**src/rtl/sa_acc_drain_if.sv**
```systemverilog
// Drain-engine port bundle: drain command, bottom-PE accumulator input,
// PE column controls, status pulses and the valid/ready result stream.
interface sa_acc_drain_if #(
  parameter int ACC_BWIDTH = 32
);
  logic                         DRAIN_START;
  logic signed [ACC_BWIDTH-1:0] ACC_in;
  logic                         FLUSH_out;
  logic                         STALL_out;
  logic                         BUSY;
  logic                         DONE;
  logic signed [ACC_BWIDTH-1:0] RES_DATA;
  logic                         RES_VALID;
  logic                         RES_LAST;
  logic                         RES_READY;

  // drain engine side
  modport slave (
    input  DRAIN_START, ACC_in, RES_READY,
    output FLUSH_out, STALL_out, BUSY, DONE, RES_DATA, RES_VALID, RES_LAST
  );

  // array controller / PE column / result consumer side
  modport master (
    output DRAIN_START, ACC_in, RES_READY,
    input  FLUSH_out, STALL_out, BUSY, DONE, RES_DATA, RES_VALID, RES_LAST
  );
endinterface

```
**src/rtl/sa_acc_drain.sv**
```systemverilog
// Column drain engine for the bottom edge of the systolic array.
// Flushes one PE column ROWS times (bottom row first), captures the bottom
// PE's accumulator on each shift into a small FIFO, and streams the results
// out on a valid/ready port. The column is stalled while the FIFO is full.
// Optional build macro SA_DRAIN_RELU_EN: negative captures are pushed as 0.
module sa_acc_drain #(
  parameter int ACC_BWIDTH = 32,
  parameter int ROWS       = 4,
  parameter int FIFO_DEPTH = 4
) (
  input logic           CLK,
  input logic           RST,
  sa_acc_drain_if.slave io
);
  localparam int            CW       = $clog2(ROWS + 1);
  localparam int            PW       = $clog2(FIFO_DEPTH);
  localparam logic [CW-1:0] LAST_IDX = CW'(ROWS - 1);

  typedef enum logic [1:0] {IDLE, DRAIN, TAIL} state_t;

  state_t                state_q, state_d;
  logic [CW-1:0]         cnt_q, cnt_d;
  logic                  done_q, done_d;
  logic [PW:0]           wr_ptr_q, rd_ptr_q;
  logic [ACC_BWIDTH-1:0] mem_data_q [FIFO_DEPTH];
  logic [FIFO_DEPTH-1:0] mem_last_q;

  logic [PW-1:0]         wr_idx, rd_idx;
  logic                  fifo_full, fifo_empty;
  logic                  capture, cap_last, pop, head_last;
  logic [ACC_BWIDTH-1:0] push_data;

  assign wr_idx     = wr_ptr_q[PW-1:0];
  assign rd_idx     = rd_ptr_q[PW-1:0];
  assign fifo_empty = (wr_ptr_q == rd_ptr_q);
  assign fifo_full  = (wr_ptr_q[PW] != rd_ptr_q[PW]) && (wr_idx == rd_idx);

  // A full FIFO blocks the push even if a pop frees a slot this cycle; the
  // column is stalled by the same term, so PE shift and capture stay locked.
  assign capture   = (state_q == DRAIN) && !fifo_full;
  assign cap_last  = capture && (cnt_q == LAST_IDX);
  assign pop       = !fifo_empty && io.RES_READY;
  assign head_last = mem_last_q[rd_idx];

`ifdef SA_DRAIN_RELU_EN
  assign push_data = io.ACC_in[ACC_BWIDTH-1] ? '0 : io.ACC_in;
`else
  assign push_data = io.ACC_in;
`endif

  // Next-state logic: start, count captures, finish on the last result out
  always_comb begin
    state_d = state_q;
    cnt_d   = cnt_q;
    done_d  = 1'b0;
    case (state_q)
      IDLE: begin
        if (io.DRAIN_START) begin
          state_d = DRAIN;
          cnt_d   = '0;
        end
      end
      DRAIN: begin
        if (capture) cnt_d = cnt_q + 1'b1;
        if (cap_last) state_d = TAIL;
      end
      TAIL: begin
        if (pop && head_last) begin
          state_d = IDLE;
          done_d  = 1'b1;
        end
      end
      default: state_d = IDLE;
    endcase
  end

  // Control state registers
  always_ff @(posedge CLK or posedge RST) begin
    if (RST) begin
      state_q <= IDLE;
      cnt_q   <= '0;
      done_q  <= 1'b0;
    end else begin
      state_q <= state_d;
      cnt_q   <= cnt_d;
      done_q  <= done_d;
    end
  end

  // Result FIFO storage and pointers (extra MSB distinguishes full/empty)
  always_ff @(posedge CLK or posedge RST) begin
    if (RST) begin
      wr_ptr_q   <= '0;
      rd_ptr_q   <= '0;
      mem_last_q <= '0;
      for (int i = 0; i < FIFO_DEPTH; i++) mem_data_q[i] <= '0;
    end else begin
      if (capture) begin
        mem_data_q[wr_idx] <= push_data;
        mem_last_q[wr_idx] <= cap_last;
        wr_ptr_q           <= wr_ptr_q + 1'b1;
      end
      if (pop) rd_ptr_q <= rd_ptr_q + 1'b1;
    end
  end

  assign io.FLUSH_out = (state_q == DRAIN);
  assign io.STALL_out = (state_q == DRAIN) && fifo_full;
  assign io.BUSY      = (state_q != IDLE);
  assign io.DONE      = done_q;
  assign io.RES_VALID = !fifo_empty;
  assign io.RES_DATA  = fifo_empty ? '0 : mem_data_q[rd_idx];
  assign io.RES_LAST  = !fifo_empty && head_last;
endmodule

```
**src/flat_wrapper.sv**
```systemverilog
// flat-port wrapper written by rule: the top's interface ports become plain ports
module sa_acc_drain_flat 
#(
  parameter int ACC_BWIDTH = 32,
  parameter int ROWS       = 4,
  parameter int FIFO_DEPTH = 4
)
  (CLK, RST, io_DRAIN_START, io_ACC_in, io_RES_READY, io_FLUSH_out, io_STALL_out, io_BUSY, io_DONE, io_RES_DATA, io_RES_VALID, io_RES_LAST);
  sa_acc_drain_if #(.ACC_BWIDTH(ACC_BWIDTH)) io_i ();
  input logic CLK;
  input logic RST;
  input wire logic [$bits(io_i.DRAIN_START)-1:0] io_DRAIN_START;
  input wire logic [$bits(io_i.ACC_in)-1:0] io_ACC_in;
  input wire logic [$bits(io_i.RES_READY)-1:0] io_RES_READY;
  output wire logic [$bits(io_i.FLUSH_out)-1:0] io_FLUSH_out;
  output wire logic [$bits(io_i.STALL_out)-1:0] io_STALL_out;
  output wire logic [$bits(io_i.BUSY)-1:0] io_BUSY;
  output wire logic [$bits(io_i.DONE)-1:0] io_DONE;
  output wire logic [$bits(io_i.RES_DATA)-1:0] io_RES_DATA;
  output wire logic [$bits(io_i.RES_VALID)-1:0] io_RES_VALID;
  output wire logic [$bits(io_i.RES_LAST)-1:0] io_RES_LAST;
  assign io_i.DRAIN_START = io_DRAIN_START;
  assign io_i.ACC_in = io_ACC_in;
  assign io_i.RES_READY = io_RES_READY;
  assign io_FLUSH_out = io_i.FLUSH_out;
  assign io_STALL_out = io_i.STALL_out;
  assign io_BUSY = io_i.BUSY;
  assign io_DONE = io_i.DONE;
  assign io_RES_DATA = io_i.RES_DATA;
  assign io_RES_VALID = io_i.RES_VALID;
  assign io_RES_LAST = io_i.RES_LAST;
  sa_acc_drain #(.ACC_BWIDTH(ACC_BWIDTH), .ROWS(ROWS), .FIFO_DEPTH(FIFO_DEPTH)) u_core (.CLK(CLK), .RST(RST), .io(io_i));
endmodule
```
**config.mk**
```make
export PLATFORM = sky130hd
export DESIGN_NAME = sa_acc_drain_flat
export DESIGN_NICKNAME = d
export VERILOG_FILES = /design/src/rtl/sa_acc_drain_if.sv /design/src/rtl/sa_acc_drain.sv /design/src/flat_wrapper.sv
export SDC_FILE = /design/constraint.sdc
export NUM_CORES = 1
export LEC_CHECK = 0
export BUFFER_PORTS_ARGS = -buffer_cell sky130_fd_sc_hd__buf_2
export CAP_MARGIN = 10
export CORE_ASPECT_RATIO = 0.9
export CORE_MARGIN = 8
export CORE_UTILIZATION = 53
export DETAILED_ROUTE_END_ITERATION = 8
export PLACE_DENSITY = 0.75
export REMOVE_ABC_BUFFERS = 1
export SLEW_MARGIN = 10
export SYNTH_ARGS = -nofsm -noshare
export SYNTH_HDL_FRONTEND = slang
export SYNTH_SLANG_ARGS = --single-unit
```
**constraint.sdc**
```tcl
create_clock -name CLK -period 4.7 [get_ports CLK]
set_input_delay 0.705 -clock CLK [delete_from_list [all_inputs] [get_ports CLK]]
set_output_delay 0.705 -clock CLK [all_outputs]
set_load 0.03 [all_outputs]
```
==> results.json <==
{
  "dpl_cell_area_um2": 7460,
  "cp_data_required_time_ns": 3.99,
  "gp_routability_congestion": 0.793,
  "layout.cells.most_common_list": "142 x sky130_fd_sc_hd__dfrtp_1, 73 x sky130_fd_sc_hd__buf_2, 65 x sky130_fd_sc_hd__mux2_2, 60 x sky130_fd_sc_hd__mux2_4, 33 x sky130_fd_sc_hd__mux4_2",
  "summed_area_of_non_filler_cells_in_the_final_layout_um2": 8150,
  "htree_levels": 4,
  "worst_path_largest_cell_delay_ns": 0.72,
  "ys_seq_area_share_pct": 51.4,
  "cpLargestDelayFamily": "simple AND/OR/NAND/NOR gates",
  "fp-row-count": 40,
  "fp.dieW_um": 137,
  "multi_input_comb_area_um2": 3160,
  "post_cts_buffers": 0,
  "max_slew_margin_pct": 23.3,
  "cp_slowest_cell": "sky130_fd_sc_hd__nor3_2",
  "global_route.usage.total_pct": 17.7,
  "post-route-min-period_ns": 3.47,
  "antenna_cells_inserted": 0,
  "fin_crit_sh_pct": 73.9,
  "netlist_instances": 425,
  "area.sequential_um2": 3610,
  "layout.cells.most_common": "sky130_fd_sc_hd__dfrtp_1",
  "syn_area_um2": 7010,
  "die_height_um": 125,
  "number_of_global_route_vias_before_repair": 4324,
  "detail_route.iter0.violations": 251,
  "grt_start_max_net_pins": 115,
  "average_instance_area_after_synthesis_um2": 16.5,
  "utilization_pct": 62.2,
  "clock-sinks": 144,
  "reg2reg_slack_ns": 1.81,
  "fmaxAchievable_mhz": 288,
  "clk_pin_slew_ns": 0.06,
  "detailedRoute.firstPassIterationCount": 4,
  "clockBufferDepth": 2,
  "crit_path_end_kind": "primary output",
  "synth_warnings": 0,
  "grt_overflow_total": 0,
  "core-area_um2": 13100,
  "worstPathArrival_ns": 2.77,
  "synth_cell_type_count": 30,
  "grt_first_pass_wirelength_um": 23500,
  "avgRoutedWirePerCell_um": 20.7,
  "holdCritPathClass": "flop to flop",
  "timing.final.max_slew_violations": 0,
  "slew_of_the_pin_with_the_lowest_slew_margin_ns": 1.15,
  "viasPerCell": 5.62,
  "report.final.hold_viol_count": 0,
  "max_cap_viol_count": 0,
  "cts_made_buffers": 17,
  "insertion_delay_ns": 0.42,
  "n_fill_cell": 938,
  "critPathLaunchType": "flop",
  "path_class": "flop to primary output",
  "worst_setup_skew_after_layout_ns": 0.00640,
  "detail-route-antenna-nets": 0,
  "worst_path_fanout_max": 24,
  "postRouteWirelength_um": 14100,
  "detailroute.via_count": 3826,
  "status": "completed",
  "drt_drc_violations_left": 0,
  "area_growth_pct": 16.4,
  "io_pins": 74,
  "fin_nets": 543,
  "grt_setup_unrepaired": "no",
  "die_area_um2": 17200,
  "layout-drive-gt1-share_pct": 55.6,
  "detailed_place_hpwl_um": 8620,
  "antenna_found_initial": 0,
  "synth_seq_cells": 144,
  "floorplan.initialDensity_pct": 53.4,
  "setup_viol": 0,
  "cts.root.buffer_cell": "sky130_fd_sc_hd__clkbuf_16",
  "clock_tree_from_tritoncts": "yes",
  "hold-worst-slack_ns": 0.488,
  "hold_buffers": 0,
  "crit_path_cell_trace": "xor2_2 > nor3_2 > buf_4 > and2b_1 > buf_2",
  "cts_resized": 0,
  "worst-path-buf-inv": 2,
  "port_buffers": 73
}
## cells by family (layout without fill, tap and decap cells)
group	after synthesis	count (layout)	share of synthesized area [%]
mux	167	167	35.4
fa+ha+maj	7	7	1.25
xor+xnor	8	8	1.21
flops	144	144	51.4
buf+inv	35	123	3.52
simple gates	46	46	4.09
compound gates	18	18	3.14
## registers in the layout (all words and copies together), names as in the netlist
signal	cells
u_core.cnt_q	3
u_core.mem_data_q	128
u_core.state_q	2
u_core.rd_ptr_q	3
u_core.wr_ptr_q	3
u_core.io.DONE	1
u_core.mem_last_q	4
## final timing paths
path,start,end,depth (start not counted)
setup / recovery,u_core.wr_ptr_q[1]$_DFFE_PP0P_,io_RES_DATA[30],5
hold / removal,u_core.mem_data_q[12]$_DFFE_PP0P_,u_core.mem_data_q[12]$_DFFE_PP0P_,1
setup reg to reg,u_core.wr_ptr_q[1]$_DFFE_PP0P_,u_core.mem_data_q[60]$_DFFE_PP0P_,4
hold reg to reg,u_core.mem_data_q[12]$_DFFE_PP0P_,u_core.mem_data_q[12]$_DFFE_PP0P_,1
max in group asynchronous,RST,u_core.mem_data_q[58]$_DFFE_PP0P_,3
min in group asynchronous,RST,u_core.mem_data_q[12]$_DFFE_PP0P_,2
## Yosys cell counts
cell,number,area share [%]
sky130_fd_sc_hd__dfrtp_1,144,51
sky130_fd_sc_hd__mux2_2,65,10
sky130_fd_sc_hd__mux2_4,60,13
sky130_fd_sc_hd__mux4_2,33,11
sky130_fd_sc_hd__nor2b_1,27,2.4
sky130_fd_sc_hd__buf_6,13,2.1
sky130_fd_sc_hd__mux2_1,9,1.4
sky130_fd_sc_hd__and2b_1,8,0.86
sky130_fd_sc_hd__clkbuf_1,7,0.38
sky130_fd_sc_hd__ha_1,7,1.2
sky130_fd_sc_hd__inv_1,7,0.38
sky130_fd_sc_hd__buf_2,5,0.36
sky130_fd_sc_hd__nand2_1,5,0.27
sky130_fd_sc_hd__xnor2_1,5,0.62
sky130_fd_sc_hd__o311ai_4,4,1.5
sky130_fd_sc_hd__o31ai_1,4,0.43
sky130_fd_sc_hd__buf_4,3,0.32
sky130_fd_sc_hd__o311ai_0,3,0.38
sky130_fd_sc_hd__nor3b_1,2,0.21
sky130_fd_sc_hd__o211ai_1,2,0.21
sky130_fd_sc_hd__o311a_1,2,0.29
sky130_fd_sc_hd__xor2_2,2,0.46
sky130_fd_sc_hd__a221o_1,1,0.14
sky130_fd_sc_hd__a31oi_1,1,0.089
sky130_fd_sc_hd__nor3_1,1,0.071
sky130_fd_sc_hd__nor4_1,1,0.089
sky130_fd_sc_hd__o21bai_1,1,0.11
sky130_fd_sc_hd__or2_2,1,0.089
sky130_fd_sc_hd__or3_1,1,0.089
sky130_fd_sc_hd__xor2_1,1,0.13
## metrics by stage
step | cells | TNS, ns | setup slack (ns)
finish | 681 | 0 | 1.23
global route | 681 | 0 | 1.09
CTS | 681 | 0 | 1.21
detailed placement | 649 | 0 | 1.70
global placement | 649 | 0 | 1.82
floorplan | 397 | -10.92 | -0.376
## per-layer routing
layer,GRT usage (%),wire [um],vias to the layer above
li1,-,-,1714
met4,5.17,127,0
met3,5.08,649,10
met2,27.2,6760,72
met5,0,0,-
met1,23.7,6580,2030
## layout make-up
type                            instances  share of cell area (%)
Clock buffer                           22                    6.06
Clock inverter                         10                    2.49
Multi-Input combinational cell        246                    38.8
Inverter                                7                   0.384
Tap cell                              168                    2.58
Timing Repair Buffer                   84                    5.49
Sequential cell                       144                    44.2
Power is left out: the tool's default activity adds up to more than one toggle a clock period on the data nets, which glitch-free logic cannot reach.
